[config.mk]
export PLATFORM = sky130hd
export DESIGN_NAME = spi_host_68k
export DESIGN_NICKNAME = d
export VERILOG_FILES = /design/src/rtl/spi_host_68k.sv
export SDC_FILE = /design/constraint.sdc
export NUM_CORES = 1
export LEC_CHECK = 0
export BUFFER_PORTS_ARGS = -buffer_cell sky130_fd_sc_hd__clkbuf_2
export CAP_MARGIN = 20
export CORE_ASPECT_RATIO = 2
export CORE_MARGIN = 1
export CORE_UTILIZATION = 60
export DETAILED_ROUTE_END_ITERATION = 7
export PLACE_DENSITY_LB_ADDON = 0.3
export SYNTH_ARGS = -nofsm -noshare
export SYNTH_HDL_FRONTEND = slang
export SYNTH_SLANG_ARGS = --single-unit
[constraint.sdc]
create_clock -name clk -period 7.5 [get_ports clk]
set_clock_uncertainty 0.1 [all_clocks]
set_input_delay 0.75 -clock clk [delete_from_list [all_inputs] [get_ports clk]]
set_output_delay 0.75 -clock clk [all_outputs]
set_load 0.02 [all_outputs]
[src/rtl/spi_host_68k.sv]
`default_nettype none
// ==== spi_host_68k: 68000-bus SPI master with TX/RX FIFOs, run-time mode/divider, DTACK and IRQ ====
// ==== Rev 1.0 ====
module spi_host_68k #(
  parameter int FIFO_DEPTH = 8,
  parameter int NUM_SS     = 2
) (
  input  logic              clk,
  input  logic              rst,
  input  logic              sel_n,
  input  logic              as_n,
  input  logic              lds_n,
  input  logic              rw,
  input  logic [1:0]        addr,
  input  logic [7:0]        data_in,
  output logic [7:0]        data_out,
  output logic              data_oe,
  output logic              dtack_n,
  output logic              irq_n,
  output logic              sclk,
  output logic              mosi,
  input  logic              miso,
  output logic [NUM_SS-1:0] ss_n,
  output logic              dc
);
  localparam int          AW        = (FIFO_DEPTH > 1) ? $clog2(FIFO_DEPTH) : 1;
  localparam logic [AW:0] DEPTH_CNT = (AW+1)'(FIFO_DEPTH);

  typedef enum logic [1:0] {IDLE = 2'd0, LOAD = 2'd1, SHIFT = 2'd2, DONE = 2'd3} state_t;
  state_t state, state_d;

  logic access, access_q, strobe, wr_stb, rd_stb, dtack_act;
  logic [7:0] ctrl;
  logic [NUM_SS-1:0] ss;
  logic rx_ovf, tx_ovf, busy;
  logic [7:0] status, ss_rd, rd_mux;

  logic [7:0]  tx_mem [FIFO_DEPTH];
  logic [AW-1:0] tx_wp, tx_rp;
  logic [AW:0] tx_cnt;
  logic tx_full, tx_empty, tx_push_req, tx_push, tx_pop, tx_flush;
  logic [7:0]  tx_head;

  logic [7:0]  rx_mem [FIFO_DEPTH];
  logic [AW-1:0] rx_wp, rx_rp;
  logic [AW:0] rx_cnt;
  logic rx_full, rx_empty, rx_push_req, rx_push, rx_pop, rx_flush;
  logic [7:0]  rx_head;

  logic [3:0] div_l, dcnt, hc;
  logic cpha_l, bit_edge, lead;
  logic [7:0] tx_sh, rx_sh;

  // Bus side: one strobe per access, DTACK follows a clock later and tracks the strobes.
  assign access  = ~sel_n & ~as_n & ~lds_n;
  assign strobe  = access & ~access_q;
  assign wr_stb  = strobe & ~rw;
  assign rd_stb  = strobe & rw;
  assign data_oe = access & rw;
  assign dtack_n = ~(dtack_act & access);

  assign tx_full  = (tx_cnt == DEPTH_CNT);
  assign tx_empty = (tx_cnt == '0);
  assign rx_full  = (rx_cnt == DEPTH_CNT);
  assign rx_empty = (rx_cnt == '0);
  assign tx_head  = tx_mem[tx_rp];
  assign rx_head  = rx_mem[rx_rp];

  assign tx_flush    = wr_stb & (addr == 2'd0) & data_in[7];
  assign rx_flush    = wr_stb & (addr == 2'd0) & data_in[6];
  assign tx_push_req = wr_stb & (addr == 2'd1);
  assign tx_pop      = (state == LOAD) & ~tx_empty;
  assign tx_push     = tx_push_req & (~tx_full | tx_pop);
  assign rx_pop      = rd_stb & (addr == 2'd1) & ~rx_empty;
  assign rx_push_req = (state == DONE);
  assign rx_push     = rx_push_req & (~rx_full | rx_pop);

  assign busy   = (state != IDLE);
  assign status = {2'b00, tx_ovf, tx_empty, rx_ovf, busy, ~rx_empty, tx_full};
  assign irq_n  = ~((ctrl[7] & ~rx_empty) | rx_ovf);
  assign dc     = ctrl[6];
  assign ss_n   = ~ss;

  always_comb begin
    ss_rd = '0;
    ss_rd[NUM_SS-1:0] = ss;
  end

  always_comb begin
    rd_mux = 8'h00;
    case (addr)
      2'd0: rd_mux = status;
      2'd1: rd_mux = rx_empty ? 8'h00 : rx_head;
      2'd2: rd_mux = ctrl;
      default: rd_mux = ss_rd;
    endcase
  end

  always_ff @(posedge clk or posedge rst) begin
    if (rst) begin
      access_q  <= 1'b0;
      dtack_act <= 1'b0;
      data_out  <= 8'h00;
      ctrl      <= 8'h30;
      ss        <= '0;
      rx_ovf    <= 1'b0;
      tx_ovf    <= 1'b0;
    end else begin
      access_q <= access;
      if (!access)     dtack_act <= 1'b0;
      else if (strobe) dtack_act <= 1'b1;
      if (rd_stb) data_out <= rd_mux;
      if (wr_stb && addr == 2'd2) ctrl <= data_in;
      if (wr_stb && addr == 2'd3) ss <= data_in[NUM_SS-1:0];
      if (wr_stb && addr == 2'd0 && data_in[3]) rx_ovf <= 1'b0;
      if (wr_stb && addr == 2'd0 && data_in[5]) tx_ovf <= 1'b0;
      // A new overflow in the same clock as a clear wins.
      if (rx_push_req && rx_full && !rx_pop) rx_ovf <= 1'b1;
      if (tx_push_req && tx_full && !tx_pop) tx_ovf <= 1'b1;
    end
  end

  always_ff @(posedge clk) begin
    if (tx_push) tx_mem[tx_wp] <= data_in;
    if (rx_push) rx_mem[rx_wp] <= rx_sh;
  end

  always_ff @(posedge clk or posedge rst) begin
    if (rst) begin
      tx_wp <= '0; tx_rp <= '0; tx_cnt <= '0;
    end else if (tx_flush) begin
      tx_rp <= tx_wp; tx_cnt <= '0;
    end else begin
      if (tx_push) tx_wp <= tx_wp + 1'b1;
      if (tx_pop)  tx_rp <= tx_rp + 1'b1;
      if (tx_push && !tx_pop)      tx_cnt <= tx_cnt + 1'b1;
      else if (!tx_push && tx_pop) tx_cnt <= tx_cnt - 1'b1;
    end
  end

  always_ff @(posedge clk or posedge rst) begin
    if (rst) begin
      rx_wp <= '0; rx_rp <= '0; rx_cnt <= '0;
    end else if (rx_flush) begin
      rx_rp <= rx_wp; rx_cnt <= '0;
    end else begin
      if (rx_push) rx_wp <= rx_wp + 1'b1;
      if (rx_pop)  rx_rp <= rx_rp + 1'b1;
      if (rx_push && !rx_pop)      rx_cnt <= rx_cnt + 1'b1;
      else if (!rx_push && rx_pop) rx_cnt <= rx_cnt - 1'b1;
    end
  end

  // Shift engine: half-period counter dcnt, edge index hc (even = leading, odd = trailing).
  assign bit_edge = (state == SHIFT) && (dcnt == div_l);
  assign lead     = ~hc[0];

  always_comb begin
    state_d = state;
    case (state)
      IDLE:  if (!tx_empty) state_d = LOAD;
      LOAD:  state_d = tx_empty ? IDLE : SHIFT;
      SHIFT: if (bit_edge && hc == 4'hF) state_d = DONE;
      DONE:  state_d = tx_empty ? IDLE : LOAD;
      default: state_d = IDLE;
    endcase
  end

  always_ff @(posedge clk or posedge rst) begin
    if (rst) state <= IDLE;
    else     state <= state_d;
  end

  always_ff @(posedge clk or posedge rst) begin
    if (rst) begin
      div_l  <= 4'h0;
      cpha_l <= 1'b1;
      dcnt   <= 4'h0;
      hc     <= 4'h0;
      tx_sh  <= 8'h00;
      rx_sh  <= 8'h00;
      sclk   <= 1'b1;
      mosi   <= 1'b1;
    end else begin
      case (state)
        LOAD: if (!tx_empty) begin
          tx_sh  <= tx_head;
          div_l  <= ctrl[3:0];
          cpha_l <= ctrl[5];
          sclk   <= ctrl[4];
          dcnt   <= 4'h0;
          hc     <= 4'h0;
          if (!ctrl[5]) mosi <= tx_head[7];
        end
        SHIFT: if (bit_edge) begin
          sclk <= ~sclk;
          dcnt <= 4'h0;
          hc   <= hc + 1'b1;
          if (lead ^ cpha_l) begin
            rx_sh <= {rx_sh[6:0], miso};
          end else begin
            // CPHA=0 already presented bit 7 at LOAD, so its trailing edges present the next bit.
            mosi  <= cpha_l ? tx_sh[7] : tx_sh[6];
            tx_sh <= {tx_sh[6:0], 1'b0};
          end
        end else begin
          dcnt <= dcnt + 1'b1;
        end
        default: ;
      endcase
    end
  end
endmodule
`default_nettype wire
==> impl_summary.txt <==
----------------------------------------------------
[Clocking]
  Number of setup buffers added after CTS ... 0
  Hold buffer count at CTS ... 0
  Clk pin slew, worst setup/hold paths ... 0.07 ns
  Number of levels the H-tree was split into ... 1
  Insertion delay of the later-clocked pin in the worst-skew pair ... 0.48 ns
  Inserted Clock Buffers ... 18
  Max Root-Sink Buffers ... 3
  Cell at the root of the clock tree ... sky130_fd_sc_hd__clkbuf_16
  Post-CTS Resized ... 0
  Sink Count ... 203
  CTS tree ... built

[Drt]
  Routed met3 length ... 661 um
  Top routing layer used ... met4
  Drt total wl ... 19.0 mm
  Number of violations reported at the end of detailed-routing iteration 0 ... 360
  Total iterations of the first detailed-routing run ... 4
  Number of routed nets with antenna violations ... 0
  Metal2 WL ... 10.8 mm
  # DRC ... 0
  Via count of the routed design ... 5079
  M1 wire length ... 6.28 mm
  Average wire length per cell after detail routing ... 22.9 um
  Drt via density ... 6.13

[STA]
  Final-layout setup total negative slack ... 0 ns
  Maximum clock frequency ... 319 MHz
  Max-slew violation count ... 0
  RSZ-0062 raised after global routing ... no
  Final hold violation count ... 0
  Worst hold-check slack ... 0.376 ns
  Minimum clock period ... 3.13 ns
  Post-route clock period utilization ... 41.8%
  # setup viols final ... 0
  Relative slew margins ... 31.2%
  Transition time at the pin with the least slew margin ... 1.03 ns

[Floorplan]
  Chip Height ... 172 um
  DIE AREA ... 15000 sq um
  Die W ... 87.0 um
  I/O pin count ... 33
  Initial standard-cell utilization of the core ... 61.8%
  Standard-cell row count ... 61
  Area of the core ... 14000 sq um

[Logic synthesis]
  Async S/R FF share, synth ... 36.9%
  Cell types occupying the most area after synthesis ... sky130_fd_sc_hd__edfxtp_1, sky130_fd_sc_hd__dfrtp_1, sky130_fd_sc_hd__mux4_2
  Synth Net Count ... 617
  Biggest area consumer among synthesized cells ... sky130_fd_sc_hd__edfxtp_1
  Number of flops mapped to enable cells by yosys ... 128
  Primary flip-flop cell chosen by synthesis mapping ... sky130_fd_sc_hd__edfxtp_1
  Unique masters post-synth ... 52
  Most instantiated cells after synthesis ... sky130_fd_sc_hd__edfxtp_1, sky130_fd_sc_hd__dfrtp_1, sky130_fd_sc_hd__nand2_1
  Sequential element share of the synthesized area ... 66.0%
  Mapped Area ... 8680 sq um
  Register bit total from synthesis ... 203
  Dominant cell by count in the synthesized netlist ... sky130_fd_sc_hd__edfxtp_1
  Area share of the leading cell type in the synthesized netlist ... 44.3%
  Synthesis warning total ... 0
  Gate count of the mapped netlist ... 588
  Average cell area after synthesis ... 14.8 sq um

[Finish]
  Area Growth Syn to Fin ... 11.0%
  Number of diodes ... 0
  Final #Nets ... 657
  Fill count ... 1001
  Share of cells above drive strength 1 ... 23.3%

[Critical path]
  Startpoint kind of the worst setup timing path ... flop
  Required time of the critical path ... 7.76 ns
  Worst-path maximum fanout ... 5
  Critical path class ... reg -> reg
  Critical Path End Type ... flop
  Most frequent cell on the critical path ... sky130_fd_sc_hd__nand2_1
  Slowest cell delay on critical path ... 0.76 ns
  Arrival time at the worst endpoint ... 3.39 ns
  Slowest cell on the critical path ... sky130_fd_sc_hd__or4b_2
  Ordered list of cells on the worst path ... or4b_2 -> or2_2 -> and2_1 -> nand2_1 -> ha_1 -> a21oi_1 -> nand2_1 -> a31o_2 -> a32oi_1 -> o31ai_1
  Kind of cell adding the most delay to the critical path ... simple AND/OR/NAND/NOR gates
  Number of buffer and inverter stages on the critical path ... 0

[Global route]
  Via count of the first global-routing pass ... 5416
  Maximum number of pins on one net before global-route repair ... 76
  Overall track demand over capacity in global routing ... 27.4%
  Number of antenna violations at the first check in global routing ... 0
  Grt ovf ... 0
  First-pass GRT wire length ... 29.5 mm

[Pwr]
  Max VDD drop ... 304 uV
  Pwr Density ... 383 nW/um^2
  Total design power ... 3.69 mW
  Static leakage power ... 3.67 nW

[Place]
  GP Congestion ... 0.886
  DP HPWL ... 13.7 mm
  Number of buffers inserted by port buffering ... 32

[Min path]
  Class of the most critical hold timing path ... reg -> reg

[Flow run]
  Maxcap violations ... 0

[Outcome]
  Run status ... finished, final reports clean

----------------------------------------------------
[cells by family (layout without fill, tap and decap cells)]
| family | Yosys count | in the layout | synth area share, % |
|---|---|---|---|
| compound gates | 73 | 73 | 5.18 |
| xor+xnor | 18 | 18 | 1.82 |
| fa+ha+maj | 12 | 12 | 1.90 |
| buf+inv | 37 | 89 | 1.83 |
| flops | 203 | 203 | 66.0 |
| mux | 77 | 77 | 14.1 |
| simple gates | 168 | 168 | 9.21 |
[cell usage in the layout, fill, tap and decap left out, types with 10 or more instances in the layout]
cell and n:
sky130_fd_sc_hd__nand3_1 13, sky130_fd_sc_hd__clkbuf_16 19, sky130_fd_sc_hd__nand2_1 69, sky130_fd_sc_hd__o21ai_0 29, sky130_fd_sc_hd__ha_1 10, sky130_fd_sc_hd__xor2_1 10, sky130_fd_sc_hd__mux2i_1 18, sky130_fd_sc_hd__nor3_1 17
sky130_fd_sc_hd__inv_1 12, sky130_fd_sc_hd__edfxtp_1 128, sky130_fd_sc_hd__clkbuf_2 32, sky130_fd_sc_hd__mux4_2 32, sky130_fd_sc_hd__a21oi_1 17, sky130_fd_sc_hd__dfrtp_1 70, sky130_fd_sc_hd__nor2_1 28, sky130_fd_sc_hd__mux2_2 25
[through the flow]
stage	cells	cell area (sq um)	worst slack, ns	utilization [%]
floorplan	588	8680	4.05	-
global placement	789	8990	3.86	64.1
detailed placement	790	9000	3.68	64.1
CTS	822	9570	4.20	68.1
global route	829	9630	4.23	68.6
finish	829	9630	4.37	68.6
[path summary, 6_finish.rpt]
check	endpoint	slack, ns	start	cells past startpoint
hold / removal	tx_sh[3]	0.38	tx_sh[3]	2
max in group asynchronous	tx_sh[5]	6.15	rst	3
min in group asynchronous	rx_sh[6]	0.42	rst	3
hold reg to reg	tx_sh[3]	0.38	tx_sh[3]	2
setup reg to reg	tx_cnt[3]	4.37	tx_cnt[2]	10
setup / recovery	tx_cnt[3]	4.37	tx_cnt[2]	10
[power by group]
group	internal, mW	switching [mW]
logic	0.503	0.556
registers	1.44	0.297
clock network	0.490	0.398
total	2.44	1.25
[cell type report]
class                   instances  area (sq um)  area share [%]
clock buffers                  24           514            5.34
clock inverters                 8          53.8           0.559
inverters                      13          50.0           0.520
multi-input cells             348          2790            29.0
flip-flops and latches        203          5730            59.5
well taps                     189           236            2.46
repair buffers                 44           258            2.68
[worst reg2reg max path, stage by stage, from the launching register on]
cell and delay [ns]:
sky130_fd_sc_hd__dfrtp_1 0.43, sky130_fd_sc_hd__or4b_2 0.76, sky130_fd_sc_hd__or2_2 0.37, sky130_fd_sc_hd__and2_1 0.19, sky130_fd_sc_hd__nand2_1 0.12, sky130_fd_sc_hd__ha_1 0.30
sky130_fd_sc_hd__a21oi_1 0.14, sky130_fd_sc_hd__nand2_1 0.11, sky130_fd_sc_hd__a31o_2 0.24, sky130_fd_sc_hd__a32oi_1 0.18, sky130_fd_sc_hd__o31ai_1 0.09
[sequential cells by signal, summed over array words and instances (netlist names), 3 cells and up, named ones only]
signal / flops
tx_rp: 3
data_out: 8
rx_mem: 64
tx_wp: 3
dcnt: 4
tx_sh: 8
rx_sh: 8
rx_cnt: 4
tx_cnt: 4
rx_wp: 3
hc: 4
ctrl: 8
div_l: 4
rx_rp: 3
tx_mem: 64
[layer usage]
layer  global-route usage (%)  vias to the layer above
met1                     28.2                     2586
met4                     18.7                        0
met5                        0                        -
met2                     50.8                      143
met3                     3.05                       59
li1                         -                     2291
Power figures use the tool's default switching activity.
